### config.mk
export PLATFORM = sky130hd
export DESIGN_NAME = regfile_wb_arbiter_flat
export DESIGN_NICKNAME = d
export VERILOG_FILES = /design/src/rtl/regfile_wb_arbiter_if.sv /design/src/rtl/regfile_wb_arbiter.sv /design/src/flat_wrapper.sv
export SDC_FILE = /design/constraint.sdc
export NUM_CORES = 1
export LEC_CHECK = 0
export ABC_CLOCK_PERIOD_IN_PS = 3250
export CORE_UTILIZATION = 45
export CTS_CLUSTER_SIZE = 10
export DETAILED_ROUTE_END_ITERATION = 7
export PLACE_DENSITY = 0.79
export SLEW_MARGIN = 40
export SYNTH_ARGS = -nofsm -noshare
export SYNTH_HDL_FRONTEND = slang
export SYNTH_SLANG_ARGS = --single-unit
### constraint.sdc
create_clock -name clk -period 3.25 [get_ports clk]
set_input_delay 0.65 -clock clk [delete_from_list [all_inputs] [get_ports clk]]
set_output_delay 0.65 -clock clk [all_outputs]
set_load 0.01 [all_outputs]
### src/rtl/regfile_wb_arbiter_if.sv
// rtl/regfile_wb_arbiter_if.sv - writeback request bundle between execute/memory requesters and the arbiter
// Master side is the set of requesters; slave side is the arbiter.
interface regfile_wb_arbiter_if #(
    parameter int NREQ = 3,
    parameter int XLEN = 32,
    parameter int AW   = 5
);
    logic [NREQ-1:0]      req_valid;
    logic [NREQ-1:0]      req_ready;
    logic [NREQ*AW-1:0]   req_rd;
    logic [NREQ*XLEN-1:0] req_wdata;

    modport master (
        output req_valid,
        output req_rd,
        output req_wdata,
        input  req_ready
    );

    modport slave (
        input  req_valid,
        input  req_rd,
        input  req_wdata,
        output req_ready
    );
endinterface

### src/rtl/regfile_wb_arbiter.sv
// rtl/regfile_wb_arbiter.sv - round-robin regfile writeback arbiter with busy scoreboard and RAW stall
// Optional operand bypass from the writeback slot is enabled by defining WB_ARB_BYPASS_EN.
module regfile_wb_arbiter #(
    parameter int NREQ = 3,
    parameter int XLEN = 32,
    parameter int AW   = 5
) (
    input  logic                clk,
    input  logic                reset,
    regfile_wb_arbiter_if.slave req_if,
    input  logic                iss_valid,
    input  logic [AW-1:0]       iss_rd,
    input  logic [AW-1:0]       dec_rs1,
    input  logic [AW-1:0]       dec_rs2,
    output logic                hz_stall,
`ifdef WB_ARB_BYPASS_EN
    output logic                byp_rs1_hit,
    output logic                byp_rs2_hit,
    output logic [XLEN-1:0]     byp_data,
`endif
    output logic                wb_we,
    output logic [AW-1:0]       wb_rd,
    output logic [XLEN-1:0]     wb_wdata
);
    localparam int PW   = $clog2(NREQ);
    localparam int NREG = 2 ** AW;

    logic [PW-1:0]   r_rr_ptr;
    logic            r_wb_we;
    logic [AW-1:0]   r_wb_rd;
    logic [XLEN-1:0] r_wb_wdata;
    logic [NREG-1:0] r_busy;

    logic            w_gnt_any;
    logic [PW-1:0]   w_gnt_idx;
    logic [AW-1:0]   w_gnt_rd;
    logic [XLEN-1:0] w_gnt_wdata;
    logic [PW-1:0]   w_rr_next;
    logic            w_rs1_hit;
    logic            w_rs2_hit;
    logic            w_rs1_stall;
    logic            w_rs2_stall;

    // Search starts at the round-robin pointer; the wrap is explicit so NREQ need not be a power of two.
    always_comb begin
        int idx;
        idx         = 0;
        w_gnt_any   = 1'b0;
        w_gnt_idx   = '0;
        w_gnt_rd    = '0;
        w_gnt_wdata = '0;
        for (int k = 0; k < NREQ; k++) begin
            idx = int'(r_rr_ptr) + k;
            if (idx >= NREQ) begin
                idx = idx - NREQ;
            end
            if (!w_gnt_any && req_if.req_valid[idx]) begin
                w_gnt_any   = 1'b1;
                w_gnt_idx   = PW'(idx);
                w_gnt_rd    = req_if.req_rd[idx*AW +: AW];
                w_gnt_wdata = req_if.req_wdata[idx*XLEN +: XLEN];
            end
        end
        if (reset) begin
            w_gnt_any = 1'b0;
        end
    end

    always_comb begin
        req_if.req_ready = '0;
        if (w_gnt_any) begin
            req_if.req_ready[w_gnt_idx] = 1'b1;
        end
    end

    assign w_rr_next = (w_gnt_idx == PW'(NREQ - 1)) ? '0 : w_gnt_idx + 1'b1;

    always_ff @(posedge clk) begin
        if (reset) begin
            r_rr_ptr   <= '0;
            r_wb_we    <= 1'b0;
            r_wb_rd    <= '0;
            r_wb_wdata <= '0;
        end else if (w_gnt_any) begin
            r_rr_ptr   <= w_rr_next;
            r_wb_we    <= (w_gnt_rd != '0);
            r_wb_rd    <= w_gnt_rd;
            r_wb_wdata <= w_gnt_wdata;
        end else begin
            r_wb_we    <= 1'b0;
        end
    end

    // Clear first, then set, so a newer producer of the same index keeps it busy.
    always_ff @(posedge clk) begin
        if (reset) begin
            r_busy <= '0;
        end else begin
            if (r_wb_we && (r_wb_rd != '0)) begin
                r_busy[r_wb_rd] <= 1'b0;
            end
            if (iss_valid && (iss_rd != '0)) begin
                r_busy[iss_rd] <= 1'b1;
            end
        end
    end

`ifdef WB_ARB_BYPASS_EN
    assign w_rs1_hit   = r_wb_we && (r_wb_rd == dec_rs1) && (dec_rs1 != '0);
    assign w_rs2_hit   = r_wb_we && (r_wb_rd == dec_rs2) && (dec_rs2 != '0);
    assign byp_rs1_hit = w_rs1_hit;
    assign byp_rs2_hit = w_rs2_hit;
    assign byp_data    = r_wb_wdata;
`else
    assign w_rs1_hit   = 1'b0;
    assign w_rs2_hit   = 1'b0;
`endif

    assign w_rs1_stall = (dec_rs1 != '0) && r_busy[dec_rs1] && !w_rs1_hit;
    assign w_rs2_stall = (dec_rs2 != '0) && r_busy[dec_rs2] && !w_rs2_hit;
    assign hz_stall    = w_rs1_stall || w_rs2_stall;

    assign wb_we    = r_wb_we;
    assign wb_rd    = r_wb_rd;
    assign wb_wdata = r_wb_wdata;
endmodule

### src/flat_wrapper.sv
// flat-port wrapper written by rule: the top's interface ports become plain ports
module regfile_wb_arbiter_flat 
#(
    parameter int NREQ = 3,
    parameter int XLEN = 32,
    parameter int AW   = 5
)
  (clk, reset, iss_valid, iss_rd, dec_rs1, dec_rs2, hz_stall, wb_we, wb_rd, wb_wdata, req_if_req_valid, req_if_req_rd, req_if_req_wdata, req_if_req_ready);
  regfile_wb_arbiter_if #(.NREQ(NREQ), .XLEN(XLEN), .AW(AW)) req_if_i ();
  input  logic clk;
  input  logic reset;
  input  logic iss_valid;
  input  logic [AW-1:0] iss_rd;
  input  logic [AW-1:0] dec_rs1;
  input  logic [AW-1:0] dec_rs2;
  output logic hz_stall;
  output logic wb_we;
  output logic [AW-1:0] wb_rd;
  output logic [XLEN-1:0] wb_wdata;
  input wire logic [$bits(req_if_i.req_valid)-1:0] req_if_req_valid;
  input wire logic [$bits(req_if_i.req_rd)-1:0] req_if_req_rd;
  input wire logic [$bits(req_if_i.req_wdata)-1:0] req_if_req_wdata;
  output wire logic [$bits(req_if_i.req_ready)-1:0] req_if_req_ready;
  assign req_if_i.req_valid = req_if_req_valid;
  assign req_if_i.req_rd = req_if_req_rd;
  assign req_if_i.req_wdata = req_if_req_wdata;
  assign req_if_req_ready = req_if_i.req_ready;
  regfile_wb_arbiter #(.NREQ(NREQ), .XLEN(XLEN), .AW(AW)) u_core (.clk(clk), .reset(reset), .req_if(req_if_i), .iss_valid(iss_valid), .iss_rd(iss_rd), .dec_rs1(dec_rs1), .dec_rs2(dec_rs2), .hz_stall(hz_stall), .wb_we(wb_we), .wb_rd(wb_rd), .wb_wdata(wb_wdata));
endmodule
==> flow_metrics.env, run 1 <==
export IMPL_status="finished, final reports clean"
export IMPL_finalPower_mw=3.21
export IMPL_h_tree_depth=3
export IMPL_synth_fa_ha_area_share_pct=1.72
export IMPL_ys_ff_latch=71
export IMPL_synthArstFlopShare_pct=0
export IMPL_timing_slew_headroom_pct=46.7
export IMPL_core_area_um2=13400
export IMPL_startpoint_type="input pin"
export IMPL_antenna_found_initial=0
export IMPL_synth_mux_area_share_pct=24.4
export IMPL_drc=0
export IMPL_die_h_um=120
export IMPL_synth_area_um2=6270
export IMPL_clock_path_buffers=2
export IMPL_p_leak_nw=2.92
export IMPL_synth_edff_count=0
export IMPL_end_kind="output port"
export IMPL_fin_hold_ws_ps=506
export IMPL_crit_type="in -> out"
export IMPL_critPathBufInv=3
export IMPL_cts_sinks=71
export IMPL_drtIter0Drc=682
export IMPL_multi_input_area_um2=4580
export IMPL_port_buffers=173
export IMPL_syn_to_final_growth_pct=38.3
export IMPL_synthTopCellsByArea="dfxtp_1 (23%), mux2i_1 (17%), o21ai_0 (11%)"
export IMPL_postRouteAntennaNets=0
export IMPL_maxSlewViolCount=0
export IMPL_skew_ps=11.2
export IMPL_placed_area_um2=8350
export IMPL_synth_ff_type="dfxtp_1"
export IMPL_grt_overflow=0
export IMPL_dp_hpwl_um=15100
export IMPL_dr_total_vias=7232
export IMPL_setup_viol_count_final=0
export IMPL_root_buffer="clkbuf_16"
export IMPL_synth_top_area_cell="dfxtp_1"
export IMPL_hold_viol_final=0
export IMPL_place_gp_congestion=0.922
export IMPL_synth_simple_gate_area_share_pct=17.8
export IMPL_vdd_ir_drop_max_mv=0.228
export IMPL_ys_warn_count=0
export IMPL_stdcell_area_um2=8670
export IMPL_slowest_delay_ps=500
export IMPL_cts_setup_buffers=0
export IMPL_synth_compound_area_share_pct=27.7
export IMPL_cts_made_buffers=9
export IMPL_insertion_delay_ps=340
export IMPL_path_delay_family="buffers and inverters"
export IMPL_grt_start_max_net_pins=72
export IMPL_syn_nets=969
export IMPL_rsz0062_at_grt="no"
export IMPL_powerDensity_nw_per_um2=370
export IMPL_fp_dieW_um=120
export IMPL_grt_pass1_wl_um=34300
export IMPL_tightest_slew_ps=800
export IMPL_synthDistinctLibCells=63
export IMPL_synth_xor_area_share_pct=0
export IMPL_drive_gt1_share_pct=11.4
export IMPL_fin_crit_ps=3170
export IMPL_crit_slowest_cell="clkdlybuf4s50_1"
export IMPL_final_core_util_pct=64.7
export IMPL_fin_nets=1129
export IMPL_seqCellArea_um2=1420
export IMPL_nFillCells=1200
export IMPL_wl_per_cell_um=18.4
export IMPL_tritoncts="yes"
export IMPL_placed_cells=1153
export IMPL_max_freq_ghz=0.316
export IMPL_max_cap_violations=0
export IMPL_synth_area_per_cell_um2=7.57
export IMPL_routed_wl_um=21600
export IMPL_drtPass1Iterations=8
export IMPL_num_rows=42
export IMPL_final_cells=1170
export IMPL_fin_crit_sh_pct=97.4
export IMPL_start_util_pct=46.8
export IMPL_netlist_area_leader_share_pct=22.7
export IMPL_grtUsageTotal_pct=29.8
export IMPL_crit_path_cell_trace="clkdlybuf4s50_1 > or3_1 > a21oi_1 > o31a_2 > or3_4 > nand2b_1 > inv_1 > dlygate4sd2_1"
export IMPL_grt_pass1_vias=6853
export IMPL_min_delay_path_class="reg -> reg"
export IMPL_cp_max_fo=3
export IMPL_arrival_ps=2520
export IMPL_cp_required_ps=2600
export IMPL_via_per_inst=6.18
export IMPL_die_area_um2=14400
export IMPL_antenna_cells=0
export IMPL_syn_inst=829
export IMPL_clk_pin_slew_ps=60
export IMPL_synth_top_family_by_area="compound AO/OA/AOI/OAI gates"
export IMPL_yosysSeqAreaShare_pct=22.7
export IMPL_ios=174
## registers in the layout (all words and copies together), names as in the netlist
| name | flops |
|---|---|
| u_core.wb_rd | 5 |
| u_core.wb_wdata | 32 |
| u_core.wb_we | 1 |
| u_core.r_rr_ptr | 2 |
| u_core.r_busy | 31 |
## kinds of logic after synthesis
logic type                 count (synthesis)
muxes                                    131
adders and majority gates                  8
AOI/OAI and AO/OA                        286
and+or+nand+nor                          251
buffers and inverters                     81
other                                      1
DFF                                       71
## final cells by class
cell class	instances	area share, %
Clock buffer	9	2.60
Clock inverter	7	0.635
Inverter	9	0.389
Multi-Input combinational cell	677	52.8
Sequential cell	71	16.4
Tap cell	176	2.54
Timing Repair Buffer	221	24.7
## synth_stat cells (2+ instances only)
cell type	instances
nand3b_1	5
buf_4	5
a22oi_1	3
o22ai_1	2
buf_6	2
nor3b_1	2
clkinv_1	2
o211ai_1	2
o221ai_1	2
nand2_1	179
clkbuf_1	52
mux2_2	5
dfxtp_1	71
nor2b_1	7
and3_1	2
nor2_1	20
or3b_2	3
and2_1	2
o21a_1	2
o2bb2ai_1	3
a222oi_1	33
a21oi_1	76
or3_1	3
nor3_1	2
mux4_2	17
buf_2	13
o211a_1	2
a211oi_1	2
a221o_1	3
nand3_1	10
inv_1	7
ha_1	7
o21ai_0	141
mux2i_1	109
nand2b_1	5
## metrics by stage
| step | TNS [ps] | setup WS, ps |
|---|---|---|
| 4_1_cts | 0 | 23.0 |
| 3_5_place_dp | -1070 | -382 |
| 2_1_floorplan | 0 | 6.62 |
| 6_report | 0 | 83.4 |
| 5_1_grt | 0 | 7.12 |
| 3_3_place_gp | -920 | -347 |
## where the power goes
part | internal [mW] | switching [mW]
registers | 0.943 | 0.0633
logic | 0.635 | 0.626
clock network | 0.524 | 0.417
## what timing repair did
action                     4_1_cts  5_1_grt
pin swaps                        0        0
cloned                           1        0
resized for setup               12        4
hold buffers                     0        0
setup endpoints to repair        4        3
## worst reg2reg max path, cell delays in order, from the launching register on
cell and delay [ps]:
dfxtp_1 310, inv_1 110, buf_4 150, ha_4 190, buf_6 290, nand3_1 130
fa_1 500, or4b_1 480, o21ai_0 90, a21oi_1 80, o221ai_1 270, a2111oi_1 100
a311oi_1 260
## metal layers
layer  GRT usage, %  routed length (um)  part of all wire, %
met1           37.2                8530                   40
met5              0                   0                    0
met4           13.0                 557                  2.6
met2           48.1               10000                   47
met3           7.94                2440                   11
## final timing paths
kind	start	depth (start not counted)	end	slack [ps]
max	req_if_req_valid[0]	8	req_if_req_ready[0]	80
min	u_core.r_busy[8]	2	u_core.r_busy[8]	510
max reg2reg	u_core.r_rr_ptr[0]	12	u_core.wb_we	190
min reg2reg	u_core.r_busy[8]	2	u_core.r_busy[8]	510
## layout by cell type (no fill, tap or decap), drive strengths merged, types with 3 or more instances in the layout
cell           count
buf               49
clkbuf             9
or3b               4
inv               10
clkdlybuf4s50    165
dfxtp             71
o2bb2ai            4
a21oi             76
ha                 7
a222oi            33
nand2b             5
mux4              17
nor3b              3
mux2i            109
clkinv             4
o21ai            141
nand3b             5
mux2               5
a221o              3
nor2              20
dlygate4sd2        3
nand2            179
nor2b              7
nand3             10
or3                3
a22oi              3
No activity file was read; power rests on OpenSTA's default activity.
==> run 2, diff against run 1 <==
REMOVE_ABC_BUFFERS = 1   (was not set)
==> flow_metrics.env, run 2 (synthesized netlist as in run 1, its figures left out) <==
export IMPL_timing_rr_end="u_core.wb_we"
export IMPL_postRouteAntennaNets=0
export IMPL_final_core_util_pct=65.1
export IMPL_port_buffers=173
export IMPL_critPathBufInv=2
export IMPL_drtIter0Drc=806
export IMPL_syn_to_final_growth_pct=39.0
export IMPL_num_rows=42
export IMPL_crit_slowest_cell="clkdlybuf4s50_1"
export IMPL_start_util_pct=46.8
export IMPL_stdcell_area_um2=8720
export IMPL_grt_use_met2_pct=50.4
export IMPL_powerDensity_nw_per_um2=378
export IMPL_holdPathStages=2
export IMPL_drc=0
export IMPL_grt_most_used_layer="met2"
export IMPL_cts_sinks=71
export IMPL_antenna_found_initial=1
export IMPL_fin_crit_ps=3150
export IMPL_rsz0062_at_grt="no"
export IMPL_maxSlewViolCount=0
export IMPL_p_leak_nw=2.94
export IMPL_hold_viol_final=0
export IMPL_grtUsageMet3_pct=9.74
export IMPL_cp_required_ps=2600
export IMPL_arrival_ps=2500
export IMPL_cp_max_fo=3
export IMPL_via_per_inst=6.17
export IMPL_dr_total_vias=7252
export IMPL_cp_common_cell="clkdlybuf4s50_1"
export IMPL_layout_setup_ws_ps=104
export IMPL_grtUsageTotal_pct=30.8
export IMPL_final_cells=1176
export IMPL_grt_overflow=0
export IMPL_clock_path_buffers=2
export IMPL_largest_reg_flops=32
export IMPL_vdd_ir_drop_max_mv=0.267
export IMPL_place_ws_ps=-393
export IMPL_crit_path_cell_trace="clkdlybuf4s50_1 > or3_1 > a21oi_1 > o31a_2 > nor3b_1 > clkdlybuf4s50_1"
export IMPL_final_common_cell="nand2_1"
export IMPL_fin_nets=1135
export IMPL_ios=174
export IMPL_die_area_um2=14400
export IMPL_clk_pin_slew_ps=60
export IMPL_min_delay_start="u_core.r_busy[10]"
export IMPL_drtPass1Iterations=8
export IMPL_r2r_slack_ps=240
export IMPL_fin_hold_ws_ps=496
export IMPL_ctsHoldBuffers=0
export IMPL_finalPower_mw=3.30
export IMPL_timing_slew_headroom_pct=44.3
export IMPL_cts_made_buffers=9
export IMPL_crit_type="in -> out"
export IMPL_startpoint_type="input pin"
export IMPL_grt_use_met1_pct=38.1
export IMPL_antenna_cells=0
export IMPL_place_gp_congestion=0.927
export IMPL_nFillCells=1207
export IMPL_min_delay_path_class="reg -> reg"
export IMPL_routed_wl_um=21900
export IMPL_fp_dieW_um=120
export IMPL_holdPathEnd="u_core.r_busy[10]"
export IMPL_tns_ps=0
export IMPL_status="finished, final reports clean"
export IMPL_final_cell_mix="nand2_1 (179), clkdlybuf4s50_1 (165), o21ai_0 (140)"
export IMPL_h_tree_depth=3
export IMPL_fin_crit_sh_pct=96.8
export IMPL_grt_start_max_net_pins=72
export IMPL_r2r_start="u_core.r_rr_ptr[0]"
export IMPL_grt_pass1_vias=7068
export IMPL_setup_viol_count_final=0
export IMPL_wl_per_cell_um=18.7
export IMPL_core_area_um2=13400
export IMPL_worst_r2r_cell_count=12
export IMPL_placed_area_um2=8390
export IMPL_max_freq_ghz=0.318
export IMPL_placed_cells=1158
export IMPL_drive_gt1_share_pct=11.8
export IMPL_grt_pass1_wl_um=35500
export IMPL_dp_hpwl_um=15100
export IMPL_die_h_um=120
export IMPL_slowest_delay_ps=570
export IMPL_root_buffer="clkbuf_16"
export IMPL_skew_ps=4.88
export IMPL_end_kind="output port"
export IMPL_path_delay_family="buffers and inverters"
export IMPL_tightest_slew_ps=835
export IMPL_tritoncts="yes"
export IMPL_insertion_delay_ps=350
export IMPL_max_cap_violations=0
[run 2: cell types whose count changed in the layout (fill, tap and decap cells not counted), sizes merged]
cell | before | now
buf | 49 | 56
clkbuf | 9 | 13
inv | 10 | 7
dlygate4sd2 | 3 | 5
bufbuf | 1 | 0
bufinv | 0 | 1
clkdlybuf4s15 | 1 | 0
clkinv | 4 | 3
clkinvlp | 2 | 1
dlymetal6s2s | 2 | 1
[run 2: cell type report]
type	instances	area, um^2	area share [%]
Timing Repair Buffer	227	2160	24.8
Clock inverter	3	42.5	0.488
Clock buffer	13	250	2.87
Sequential cell	71	1420	16.3
Inverter	9	33.8	0.387
Tap cell	176	220	2.53
Multi-Input combinational cell	677	4590	52.7
[run 2: power breakdown]
part	switching [mW]	internal [mW]
registers	0.0601	0.944
clock network	0.391	0.615
logic	0.640	0.646
total	1.09	2.20
[run 2: repair_timing]
action / 4_1_cts / 5_1_grt
buffers inserted: 2 / 0
gates resized for setup: 14 / 5
gates cloned: 0 / 0
pin swaps: 1 / 0
setup endpoints to repair: 4 / 3
[run 2: worst min-delay path, cell delays in order (launching register included)]
cell,delay [ps]
dfxtp_1,320
o21ai_0,70
a21oi_1,60
[run 2: how the worst max path moves through the flow]
stage	start	to	slack, ps	cells past startpoint
floorplan	u_core.r_rr_ptr[1]	req_if_req_ready[2]	-3120	6
global placement	dec_rs1[0]	hz_stall	-340	7
detailed placement	dec_rs1[0]	hz_stall	-390	7
CTS	dec_rs2[1]	hz_stall	60	6
global route	req_if_req_valid[0]	req_if_req_ready[0]	30	8
finish	req_if_req_valid[0]	req_if_req_ready[2]	100	6
[run 2: metal layers]
layer / part of all wire [%] / routed length (um) / vias to the layer above
li1: - / - / 3408
met3: 11 / 2360 / 46
met2: 47 / 10200 / 373
met5: 0.036 / 8 / -
met4: 2.3 / 505 / 2
met1: 40 / 8860 / 3423
==> run 3, diff against run 2 <==
MAX_ROUTING_LAYER = met4   (was not set)
==> flow_metrics.env, run 3 (synthesized netlist as in run 1, its figures left out) <==
export IMPL_status="finished with violations"
export IMPL_violations="design-rule violations"
export IMPL_grt_overflow=0
export IMPL_drc=2
export IMPL_crit_type="in -> out"
export IMPL_max_freq_ghz=0.318
export IMPL_start_util_pct=46.8
export IMPL_placed_cells=1158
export IMPL_finalPower_mw=3.29
export IMPL_wl_per_cell_um=18.6
export IMPL_postRouteAntennaNets=0
export IMPL_p_clk_share_pct=30.5
export IMPL_insertion_delay_ps=340
export IMPL_final_common_cell="nand2_1"
export IMPL_die_area_um2=14400
export IMPL_cp_common_cell="clkdlybuf4s50_1"
export IMPL_die_h_um=120
export IMPL_max_cap_violations=0
export IMPL_grt_start_max_net_pins=72
export IMPL_pwr_share_seq_pct=30.5
export IMPL_fin_crit_sh_pct=96.8
export IMPL_cts_sinks=71
export IMPL_drive_gt1_share_pct=11.8
export IMPL_switchingPower_mw=1.09
export IMPL_crit_slowest_cell="clkdlybuf4s50_1"
export IMPL_root_buffer="clkbuf_16"
export IMPL_rsz0062_at_grt="no"
export IMPL_clk_pin_slew_ps=60
export IMPL_min_delay_path_class="reg -> reg"
export IMPL_cts_made_buffers=9
export IMPL_tritoncts="yes"
export IMPL_cp_max_fo=3
export IMPL_cp_required_ps=2600
export IMPL_p_int_mw=2.20
export IMPL_dp_hpwl_um=15100
export IMPL_syn_to_final_growth_pct=39.1
export IMPL_end_kind="output port"
export IMPL_timing_slew_headroom_pct=45.5
export IMPL_combPwrFrac_pct=39.1
export IMPL_ios=174
export IMPL_tightest_slew_ps=816
export IMPL_seqCellArea_um2=1420
export IMPL_setup_viol_count_final=0
export IMPL_final_cells=1177
export IMPL_drtPass1Iterations=8
export IMPL_startpoint_type="input pin"
export IMPL_port_buffers=173
export IMPL_via_per_inst=6.16
export IMPL_grt_pass1_vias=7068
export IMPL_routed_wl_um=21900
export IMPL_place_gp_congestion=0.943
export IMPL_antenna_found_initial=1
export IMPL_num_rows=42
export IMPL_p_leak_nw=2.94
export IMPL_crit_path_cell_trace="clkdlybuf4s50_1 > or3_1 > a21oi_1 > o31a_2 > nor3b_1 > clkdlybuf4s50_1"
export IMPL_grtUsageTotal_pct=31.7
export IMPL_maxSlewViolCount=0
export IMPL_fin_crit_ps=3150
export IMPL_hold_viol_final=0
export IMPL_nFillCells=1206
export IMPL_powerDensity_nw_per_um2=377
export IMPL_arrival_ps=2500
export IMPL_skew_ps=4.96
export IMPL_grt_pass1_wl_um=35500
export IMPL_core_area_um2=13400
export IMPL_h_tree_depth=3
export IMPL_vdd_ir_drop_max_mv=0.265
export IMPL_slowest_delay_ps=570
export IMPL_clock_path_buffers=2
export IMPL_fp_dieW_um=120
export IMPL_final_cell_mix="nand2_1 (179), clkdlybuf4s50_1 (165), o21ai_0 (140)"
export IMPL_dr_total_vias=7245
export IMPL_switching_share_pct=33.0
export IMPL_largest_reg_flops=32
export IMPL_fin_nets=1135
export IMPL_multi_input_area_um2=4590
export IMPL_drtIter0Drc=760
run 3: per-layer routing:
metal	routed length (um)	share of wire, %	GRT usage, %	vias up
met1	8830	40	38.4	3405
met3	2300	11	9.03	43
li1	-	-	-	3412
met2	10300	47	50.5	385
met4	438	2.0	10.5	0
met5	0	0	-	-
run 3: final timing paths:
check / start / to / slack (ps) / depth (start not counted)
hold reg to reg: u_core.r_busy[10] / u_core.r_busy[10] / 500 / 2
setup reg to reg: u_core.r_rr_ptr[0] / u_core.wb_we / 230 / 12
setup / recovery: req_if_req_valid[0] / req_if_req_ready[2] / 100 / 6
hold / removal: u_core.r_busy[10] / u_core.r_busy[10] / 500 / 2
run 3: repair_timing:
| item | 4_1_cts | 5_1_grt |
|---|---|---|
| setup buffers | 2 | 0 |
| gates cloned | 0 | 0 |
| setup endpoints to repair | 4 | 3 |
| hold buffers | 0 | 0 |
| pin swaps | 1 | 0 |
| gates resized for setup | 14 | 5 |
run 3: stage by stage:
stage / instance area, um^2 / worst slack (ps) / setup TNS, ps / utilization (%) / hold slack [ps]
finish: 8720 / 103 / 0 / 65.1 / 495
global placement: 8390 / -337 / -669 / 62.6 / 484
floorplan: 5950 / -3120 / -102190 / - / 454
detailed placement: 8390 / -393 / -893 / 62.6 / 484
CTS: 8690 / 61.0 / 0 / 64.9 / 492
global route: 8720 / 29.5 / 0 / 65.1 / 519
run 3: critical path: cells and delay by family:
family / cells / cell delay [ps]
compound gates: 2 / 320
buf+inv: 2 / 1020
simple gates: 2 / 510
run 3: final cells by class:
class / count / share of cell area (%)
repair buffers: 227 / 24.8
clock buffers: 13 / 2.87
diodes: 1 / 0.0287
flip-flops and latches: 71 / 16.3
multi-input cells: 677 / 52.6
inverters: 9 / 0.387
clock inverters: 3 / 0.488
well taps: 176 / 2.52
run 3: power by group through the flow:
stage                     Combinational (mW)  Sequential, mW  Clock (mW)
after floorplan                        0.639            1.04           0
after global placement                  1.24            1.02           0
after detailed placement                1.26            1.02           0
after CTS                               1.27            1.00        1.02
after global routing                    1.39            1.01        1.05
final                                   1.29            1.00        1.00
